[config.mk]
export PLATFORM = sky130hd
export DESIGN_NAME = rv_decode_hz
export DESIGN_NICKNAME = d
export VERILOG_FILES = /design/src/rtl/rv_decode_hz.sv
export SDC_FILE = /design/constraint.sdc
export NUM_CORES = 2
export LEC_CHECK = 0
export BUFFER_PORTS_ARGS = -buffer_cell sky130_fd_sc_hd__clkbuf_2
export CORE_MARGIN = 1
export CORE_UTILIZATION = 60
export DETAILED_ROUTE_END_ITERATION = 8
export HOLD_SLACK_MARGIN = 0.12
export PLACE_DENSITY = 0.79
export SLEW_MARGIN = 30
export SYNTH_ARGS = -nofsm -noshare
export SYNTH_HDL_FRONTEND = slang
export SYNTH_SLANG_ARGS = --single-unit
export TNS_END_PERCENT = 100
[constraint.sdc]
create_clock -name clk -period 2.7 [get_ports clk]
set_input_delay 0.27 -clock clk [delete_from_list [all_inputs] [get_ports clk]]
set_output_delay 0.27 -clock clk [all_outputs]
set_load 0.01 [all_outputs]
[src/rtl/rv_decode_hz.sv]
// rv_decode_hz: RISC-V instruction-decode stage between IF/ID and ID/EX.
// Holds the integer register file and decodes the opcode class and immediate.
// Detects load-use hazards and inserts one bubble per hazard.
// ID/EX advances under a valid/ready handshake, with flush and a bubble counter.
module rv_decode_hz #(
  parameter int XLEN   = 32,
  parameter int NREG   = 32,
  parameter int BYPASS = 1,
  parameter int CNT_W  = 16
) (
  input  logic             clk,
  input  logic             rst,
  input  logic             if_id_valid,
  input  logic [31:0]      if_id_ir,
  input  logic [XLEN-1:0]  if_id_pc,
  input  logic             ex_ready,
  input  logic             flush,
  input  logic             mem_wb_we,
  input  logic [31:0]      mem_wb_ir,
  input  logic [XLEN-1:0]  mem_wb_out,
  output logic             id_stall,
  output logic             id_ex_valid,
  output logic [31:0]      id_ex_ir,
  output logic [XLEN-1:0]  id_ex_pc,
  output logic [XLEN-1:0]  id_ex_rs1,
  output logic [XLEN-1:0]  id_ex_rs2,
  output logic [XLEN-1:0]  id_ex_imm,
  output logic             id_ex_illegal,
  output logic [CNT_W-1:0] hz_cnt
);

  localparam int RIDX_W = (NREG > 1) ? $clog2(NREG) : 1;

  localparam logic [6:0] OP_LOAD   = 7'b0000011;
  localparam logic [6:0] OP_IMM    = 7'b0010011;
  localparam logic [6:0] OP_JALR   = 7'b1100111;
  localparam logic [6:0] OP_STORE  = 7'b0100011;
  localparam logic [6:0] OP_BRANCH = 7'b1100011;
  localparam logic [6:0] OP_LUI    = 7'b0110111;
  localparam logic [6:0] OP_AUIPC  = 7'b0010111;
  localparam logic [6:0] OP_JAL    = 7'b1101111;
  localparam logic [6:0] OP_REG    = 7'b0110011;

  typedef enum logic [2:0] {
    CLS_I,
    CLS_S,
    CLS_B,
    CLS_U,
    CLS_J,
    CLS_R,
    CLS_X
  } cls_e;

  typedef struct packed {
    logic            valid;
    logic [31:0]     ir;
    logic [XLEN-1:0] pc;
    logic [XLEN-1:0] rs1;
    logic [XLEN-1:0] rs2;
    logic [XLEN-1:0] imm;
    logic            illegal;
  } id_ex_t;

  // Register-file and pipeline state
  logic [XLEN-1:0]  rf_q [NREG];
  logic [XLEN-1:0]  rf_d [NREG];
  id_ex_t           id_ex_q;
  id_ex_t           id_ex_d;
  logic [CNT_W-1:0] hz_cnt_q;
  logic [CNT_W-1:0] hz_cnt_d;

  // Decode fields of the instruction in ID
  cls_e                cls;
  logic                use_rs1;
  logic                use_rs2;
  logic [4:0]          rs1_idx;
  logic [4:0]          rs2_idx;
  logic signed [31:0]  imm32;
  logic [XLEN-1:0]     imm_x;
  logic [XLEN-1:0]     rs1_val;
  logic [XLEN-1:0]     rs2_val;

  // Writeback and hazard terms
  logic [4:0] wb_rd;
  logic       wb_en;
  logic [4:0] ex_rd;
  logic       ex_is_load;
  logic       hazard;
  logic       hold;

  // Only the rd field of the writeback instruction is needed here.
  logic unused_wb_ir_bits;
  assign unused_wb_ir_bits = ^{mem_wb_ir[31:12], mem_wb_ir[6:0]};

  assign rs1_idx = if_id_ir[19:15];
  assign rs2_idx = if_id_ir[24:20];
  assign wb_rd   = mem_wb_ir[11:7];

  // Writes to x0 or to an index beyond the implemented file are discarded.
  assign wb_en = mem_wb_we && (wb_rd != 5'd0) && (int'(wb_rd) < NREG);

  // Map the major opcode onto an immediate-format class
  always_comb begin
    // NOTE: every output of a combinational block gets a default first, so no path leaves it unassigned and infers a latch.
    cls = CLS_X;
    case (if_id_ir[6:0])
      OP_LOAD, OP_IMM, OP_JALR: cls = CLS_I;
      OP_STORE:                 cls = CLS_S;
      OP_BRANCH:                cls = CLS_B;
      OP_LUI, OP_AUIPC:         cls = CLS_U;
      OP_JAL:                   cls = CLS_J;
      OP_REG:                   cls = CLS_R;
      default:                  cls = CLS_X;
    endcase
  end

  assign use_rs1 = (cls == CLS_I) || (cls == CLS_S) || (cls == CLS_B) || (cls == CLS_R);
  assign use_rs2 = (cls == CLS_S) || (cls == CLS_B) || (cls == CLS_R);

  // Assemble the 32-bit immediate for the decoded class, sign-extended from ir[31]
  always_comb begin
    imm32 = '0;
    case (cls)
      CLS_I: imm32 = {{20{if_id_ir[31]}}, if_id_ir[31:20]};
      CLS_S: imm32 = {{20{if_id_ir[31]}}, if_id_ir[31:25], if_id_ir[11:7]};
      CLS_B: imm32 = {{19{if_id_ir[31]}}, if_id_ir[31], if_id_ir[7],
                      if_id_ir[30:25], if_id_ir[11:8], 1'b0};
      CLS_U: imm32 = {if_id_ir[31:12], 12'b0};
      CLS_J: imm32 = {{11{if_id_ir[31]}}, if_id_ir[31], if_id_ir[19:12],
                      if_id_ir[20], if_id_ir[30:21], 1'b0};
      default: imm32 = '0;
    endcase
  end

  // imm32 is signed, so widening to XLEN carries the sign bit upward.
  assign imm_x = XLEN'(imm32);

  // Read both source operands, honouring x0, the register limit and the optional WB bypass
  always_comb begin
    rs1_val = '0;
    rs2_val = '0;
    if (use_rs1 && (rs1_idx != 5'd0) && (int'(rs1_idx) < NREG)) begin
      if ((BYPASS != 0) && wb_en && (wb_rd == rs1_idx)) begin
        rs1_val = mem_wb_out;
      end else begin
        rs1_val = rf_q[rs1_idx[RIDX_W-1:0]];
      end
    end
    if (use_rs2 && (rs2_idx != 5'd0) && (int'(rs2_idx) < NREG)) begin
      if ((BYPASS != 0) && wb_en && (wb_rd == rs2_idx)) begin
        rs2_val = mem_wb_out;
      end else begin
        rs2_val = rf_q[rs2_idx[RIDX_W-1:0]];
      end
    end
  end

  // Next register-file contents: at most one writeback per cycle
  always_comb begin
    rf_d = rf_q;
    if (wb_en) begin
      rf_d[wb_rd[RIDX_W-1:0]] = mem_wb_out;
    end
  end

  // A load in EX whose rd feeds a source actually used by the instruction in ID
  assign ex_rd      = id_ex_q.ir[11:7];
  assign ex_is_load = (id_ex_q.ir[6:0] == OP_LOAD);
  assign hazard     = if_id_valid && id_ex_q.valid && ex_is_load && (ex_rd != 5'd0) &&
                      ((use_rs1 && (rs1_idx == ex_rd)) || (use_rs2 && (rs2_idx == ex_rd)));
  assign hold       = id_ex_q.valid && !ex_ready;

  // Flush kills the ID instruction outright, so it never asks IF/ID to hold.
  assign id_stall = !rst && !flush && (hazard || hold);

  // ID/EX next state: flush, then hold, then bubble, then normal capture
  always_comb begin
    id_ex_d  = id_ex_q;
    hz_cnt_d = hz_cnt_q;
    if (flush) begin
      id_ex_d = '0;
    end else if (hold) begin
      id_ex_d = id_ex_q;
    end else if (hazard) begin
      id_ex_d = '0;
      if (hz_cnt_q != '1) begin
        hz_cnt_d = hz_cnt_q + CNT_W'(1);
      end
    end else begin
      id_ex_d.valid   = if_id_valid;
      id_ex_d.ir      = if_id_ir;
      id_ex_d.pc      = if_id_pc;
      id_ex_d.rs1     = rs1_val;
      id_ex_d.rs2     = rs2_val;
      id_ex_d.imm     = imm_x;
      id_ex_d.illegal = (cls == CLS_X);
    end
  end

  // Clocked state with synchronous reset
  always_ff @(posedge clk) begin
    // NOTE: sequential state uses non-blocking assignments so every flop samples pre-edge values.
    if (rst) begin
      id_ex_q  <= '0;
      hz_cnt_q <= '0;
      // NOTE: the register file is architecturally zero after reset, so this memory is cleared explicitly.
      for (int i = 0; i < NREG; i++) begin
        rf_q[i] <= '0;
      end
    end else begin
      id_ex_q  <= id_ex_d;
      hz_cnt_q <= hz_cnt_d;
      rf_q     <= rf_d;
    end
  end

  assign id_ex_valid   = id_ex_q.valid;
  assign id_ex_ir      = id_ex_q.ir;
  assign id_ex_pc      = id_ex_q.pc;
  assign id_ex_rs1     = id_ex_q.rs1;
  assign id_ex_rs2     = id_ex_q.rs2;
  assign id_ex_imm     = id_ex_q.imm;
  assign id_ex_illegal = id_ex_q.illegal;
  assign hz_cnt        = hz_cnt_q;

endmodule

==> summary.md <==
| Metric | Value |
|---|---|
| Chip Height | between 300 and 400 microns |
| Crit Path Category | reg2out |
| Crit path largest cell delay | ~0.37 ns |
| Netlist cell types | between 50 and 60 |
| Worst min path class | in2reg |
| HPWL after DPL | 129000 microns |
| Layout Utilization | 0.703 |
| R2R cell count | 8 |
| Worst VDD drop | roughly 0.00054 V |
| GRT overflow | 0 |
| Syn avg cell area | ~8.9 sq um |
| Largest net degree at the start of global routing | between 200 and 250 |
| Cell area after layout | 0.0659 sq mm |
| DP Area | between 0.06 and 0.07 sq mm |
| Worst hold path stage count | 3 |
| FF-to-FF setup slack | about 0.11 ns |
| Status | complete, but fails checks |
| DRT antenna net count | 0 |
| Critical path startpoint category | flop |
| Headroom to the max-slew limit | 0.295 |
| Vias in the first global route | 53.5k |
| Die W | between 300 and 400 microns |
| Final Worst Setup Slack | between 0.02 and 0.025 ns |
| Ys async rst share | 0 |
| Worst Tran Pin Value | between 1 and 1.5 ns |
| # nets final | about 6.6k |
| Yosys warns | 0 |
| Worst Path Required | around 2.4 ns |
| Die area | between 0.09 and 0.1 sq mm |
| Synth top area share | 0.422 |
| Fmax | about 370 MHz |
| Final Critical Period | between 2 and 3 ns |
| Post-synth net total | 6566 |
| First-pass GRT wire length | between 300000 and 400000 microns |
| Vias/cell | a little over 7 |
| Critical-path top delay cell | or3_4 |
| CP Max Fanout | 3 |
| RR Endpoint | hz_cnt[14]$_SDFFE_PP0P_ |
| Sequence of cells on the critical path | nor4_2, nand3_1, or3_4, a21o_4, a21oi_4, buf_6 |
| Port bufs | 285 |
| Multi-input combinational cell area | about 0.031 sq mm |
| Endpoint class of the critical path | output pin |
| GPL Wtd Cong | between 0.9 and 1 |
| Fillers | approximately 6.6k |
| Layout Cells excl Fill | just under 8k |
| CP startpoint | id_ex_ir[4]$_SDFFE_PN0N_ |
| Worst r2r src | id_ex_ir[4]$_SDFFE_PN0N_ |
| Fin. Hold Viols | 0 |
| Core area | roughly 0.094 sq mm |
| WL per Instance | around 29 microns |
| Vias | 56.5k |
| Placed Cells | 7548 |
| Area leader, netlist | dfxtp_1 |
| Placement Setup Slack | between 0.09 and 0.1 ns |
| Hold Slack | roughly 0.15 ns |
| Slew Limit Fails | 0 |
| Global Route Usage Sum | 0.465 |
| # H-tree levels | 3 |
| Starting density of the core | 0.608 |
| Seq/Total Area, Yosys | 0.422 |
| CTS tree | built |
| Routed wire length | roughly 230000 microns |
| Clock Skews | ~0.035 ns |
| Num rows | approximately 110 |
| Share of cells above drive strength 1 | 0.210 |
| Max-cap violations | 0 |
| Crit path capture | id_stall |
| Pwr dens | approximately 600 mW/mm^2 |
| DR DRC count | 2 |
| Synthesized cell area | 0.0570 sq mm |
| Final setup violation count | 0 |
| Clock transition at path regs | around 0.06 ns |
| Starting DRT DRC Count | 11.1k |
| 1st-pass router iterations | 9 |
| Cts bufs inserted | around 120 |
| Synth-to-layout area growth | 15.5% |
| Fin crit share | 0.991 |
| Register bit total from synthesis | roughly 1.2k |
| Failing checks | DRC |
| Leakage | ~0.023 uW |
| CTS root buf | clkbuf_16 |
| Count leader, synth | nand2_1 |
| Post-synth EDFFs | 0 |
| RSZ-0062 raised after global routing | no |
| Commonest cells post-synth | nand2_1 (2121), dfxtp_1 (1202), a21oi_1 (1103) |
| Most area-consuming cells after synthesis | dfxtp_1 (42%), mux4_2 (20%), nand2_1 (14%), a21oi_1 (9.7%), clkbuf_1 (3.6%) |
| Ys flop type | dfxtp_1 |
| Max Root-Sink Buffers | 3 |
| Num Clock Sinks | around 1.2k |
| Reg area | ~0.024 sq mm |
| Arrival time at the worst endpoint | around 2.4 ns |
| Worst-Skew Late Latency | 0.74 ns |
| Initial antenna violation count | 18 |
| Io pins | between 300 and 400 |
| Mapped Cells | about 6.4k |
logic make-up after synthesis:
kind of cell | share of synthesized area
xor gates and xnor gates | 0.00307
and+or+nand+nor | 0.180
AOI/OAI and AO/OA | 0.144
adders and majority gates | 0.000219
buffers and inverters | 0.0483
muxes | 0.203
DFF | 0.422
through the flow:
step                setup TNS (ns)  total power [uW]
floorplan                        0             20200
global placement                 0             21300
detailed placement               0             21400
CTS                        -0.0643             39400
global route                     0             40400
finish                           0             39800
layout by cell type, fill, tap and decap left out, types with 13 or more instances in the layout:
| master | n |
|---|---|
| bufinv_16 | 20 |
| dlygate4sd3_1 | 69 |
| nor2_4 | 32 |
| nand2_2 | 35 |
| o21ai_0 | 27 |
| o31ai_1 | 13 |
| nand3_1 | 79 |
| and3_1 | 70 |
| clkbuf_16 | 119 |
| a21oi_1 | 1102 |
| nor4_1 | 65 |
| buf_12 | 65 |
| diode_2 | 14 |
| or4_1 | 17 |
| nor2b_1 | 36 |
| clkbuf_8 | 32 |
| a221o_1 | 63 |
| o22ai_1 | 254 |
| nor2_1 | 19 |
| buf_4 | 210 |
| clkbuf_1 | 17 |
| clkinv_2 | 17 |
| clkbuf_2 | 279 |
| mux4_2 | 512 |
| dfxtp_1 | 1200 |
| nand2_1 | 2086 |
per-layer routing:
layer | routed length [microns] | up-vias | global-route usage
met2 | 94200 | 5652 | 0.659
met4 | 21600 | 16 | 0.360
li1 | - | 22875 | -
met1 | 71700 | 26319 | 0.569
met3 | 39900 | 1604 | 0.179
met5 | 104 | - | 0
worst min-delay path by stage:
stage                               start                    endpoint
2_1_floorplan                if_id_ir[30]  id_ex_imm[10]$_SDFFE_PN0N_
3_3_place_gp   id_ex_imm[12]$_SDFFE_PN0N_  id_ex_imm[12]$_SDFFE_PN0N_
3_5_place_dp    id_ex_imm[0]$_SDFFE_PN0N_   id_ex_imm[0]$_SDFFE_PN0N_
4_1_cts                    mem_wb_out[30]       rf_q[30]$_SDFFE_PP0P_
5_1_grt                    mem_wb_out[30]       rf_q[30]$_SDFFE_PP0P_
6_report                   mem_wb_out[30]       rf_q[30]$_SDFFE_PP0P_
what timing repair did:
action / 4_1_cts / 5_1_grt
hold buffers: 68 / 1
pin swaps: 5 / 4
endpoints found under the hold margin: 94 / 2
buffers inserted: 7 / 2
gates cloned: 3 / 0
endpoints found under the setup margin: 1 / 3
resized for setup: 6 / 4
cell type report:
cell class / count / area share
Multi-Input combinational cell: 4534 / 0.465
Sequential cell: 1202 / 0.365
Timing Repair Buffer: 635 / 0.0788
Clock buffer: 168 / 0.0529
Tap cell: 1254 / 0.0238
Clock inverter: 58 / 0.0134
Antenna cell: 14 / 0.000532
Inverter: 5 / 0.000285
sequential cells by signal, summed over array words and instances, names as in the netlist:
signal / cells
id_ex_illegal: 1
id_ex_pc: 32
id_ex_rs2: 32
id_ex_imm: 32
rf_q: 1024
id_ex_ir: 32
id_ex_rs1: 32
hz_cnt: 16
id_ex_valid: 1
worst max-delay path: cells and delay by family (launching register included):
kind                   cells  cell delay (ns)
AOI/OAI and AO/OA          2             0.38
buffers and inverters      1             0.12
DFF                        1             0.33
and+or+nand+nor            3             0.84
power breakdown:
| part | total [uW] | internal [uW] | switching (uW) |
|---|---|---|---|
| combinational | 3260 | 1100 | 2150 |
| sequential | 18000 | 17900 | 117 |
| clock | 18500 | 10900 | 7590 |
Note: power is estimated with default switching activity, not from simulation.
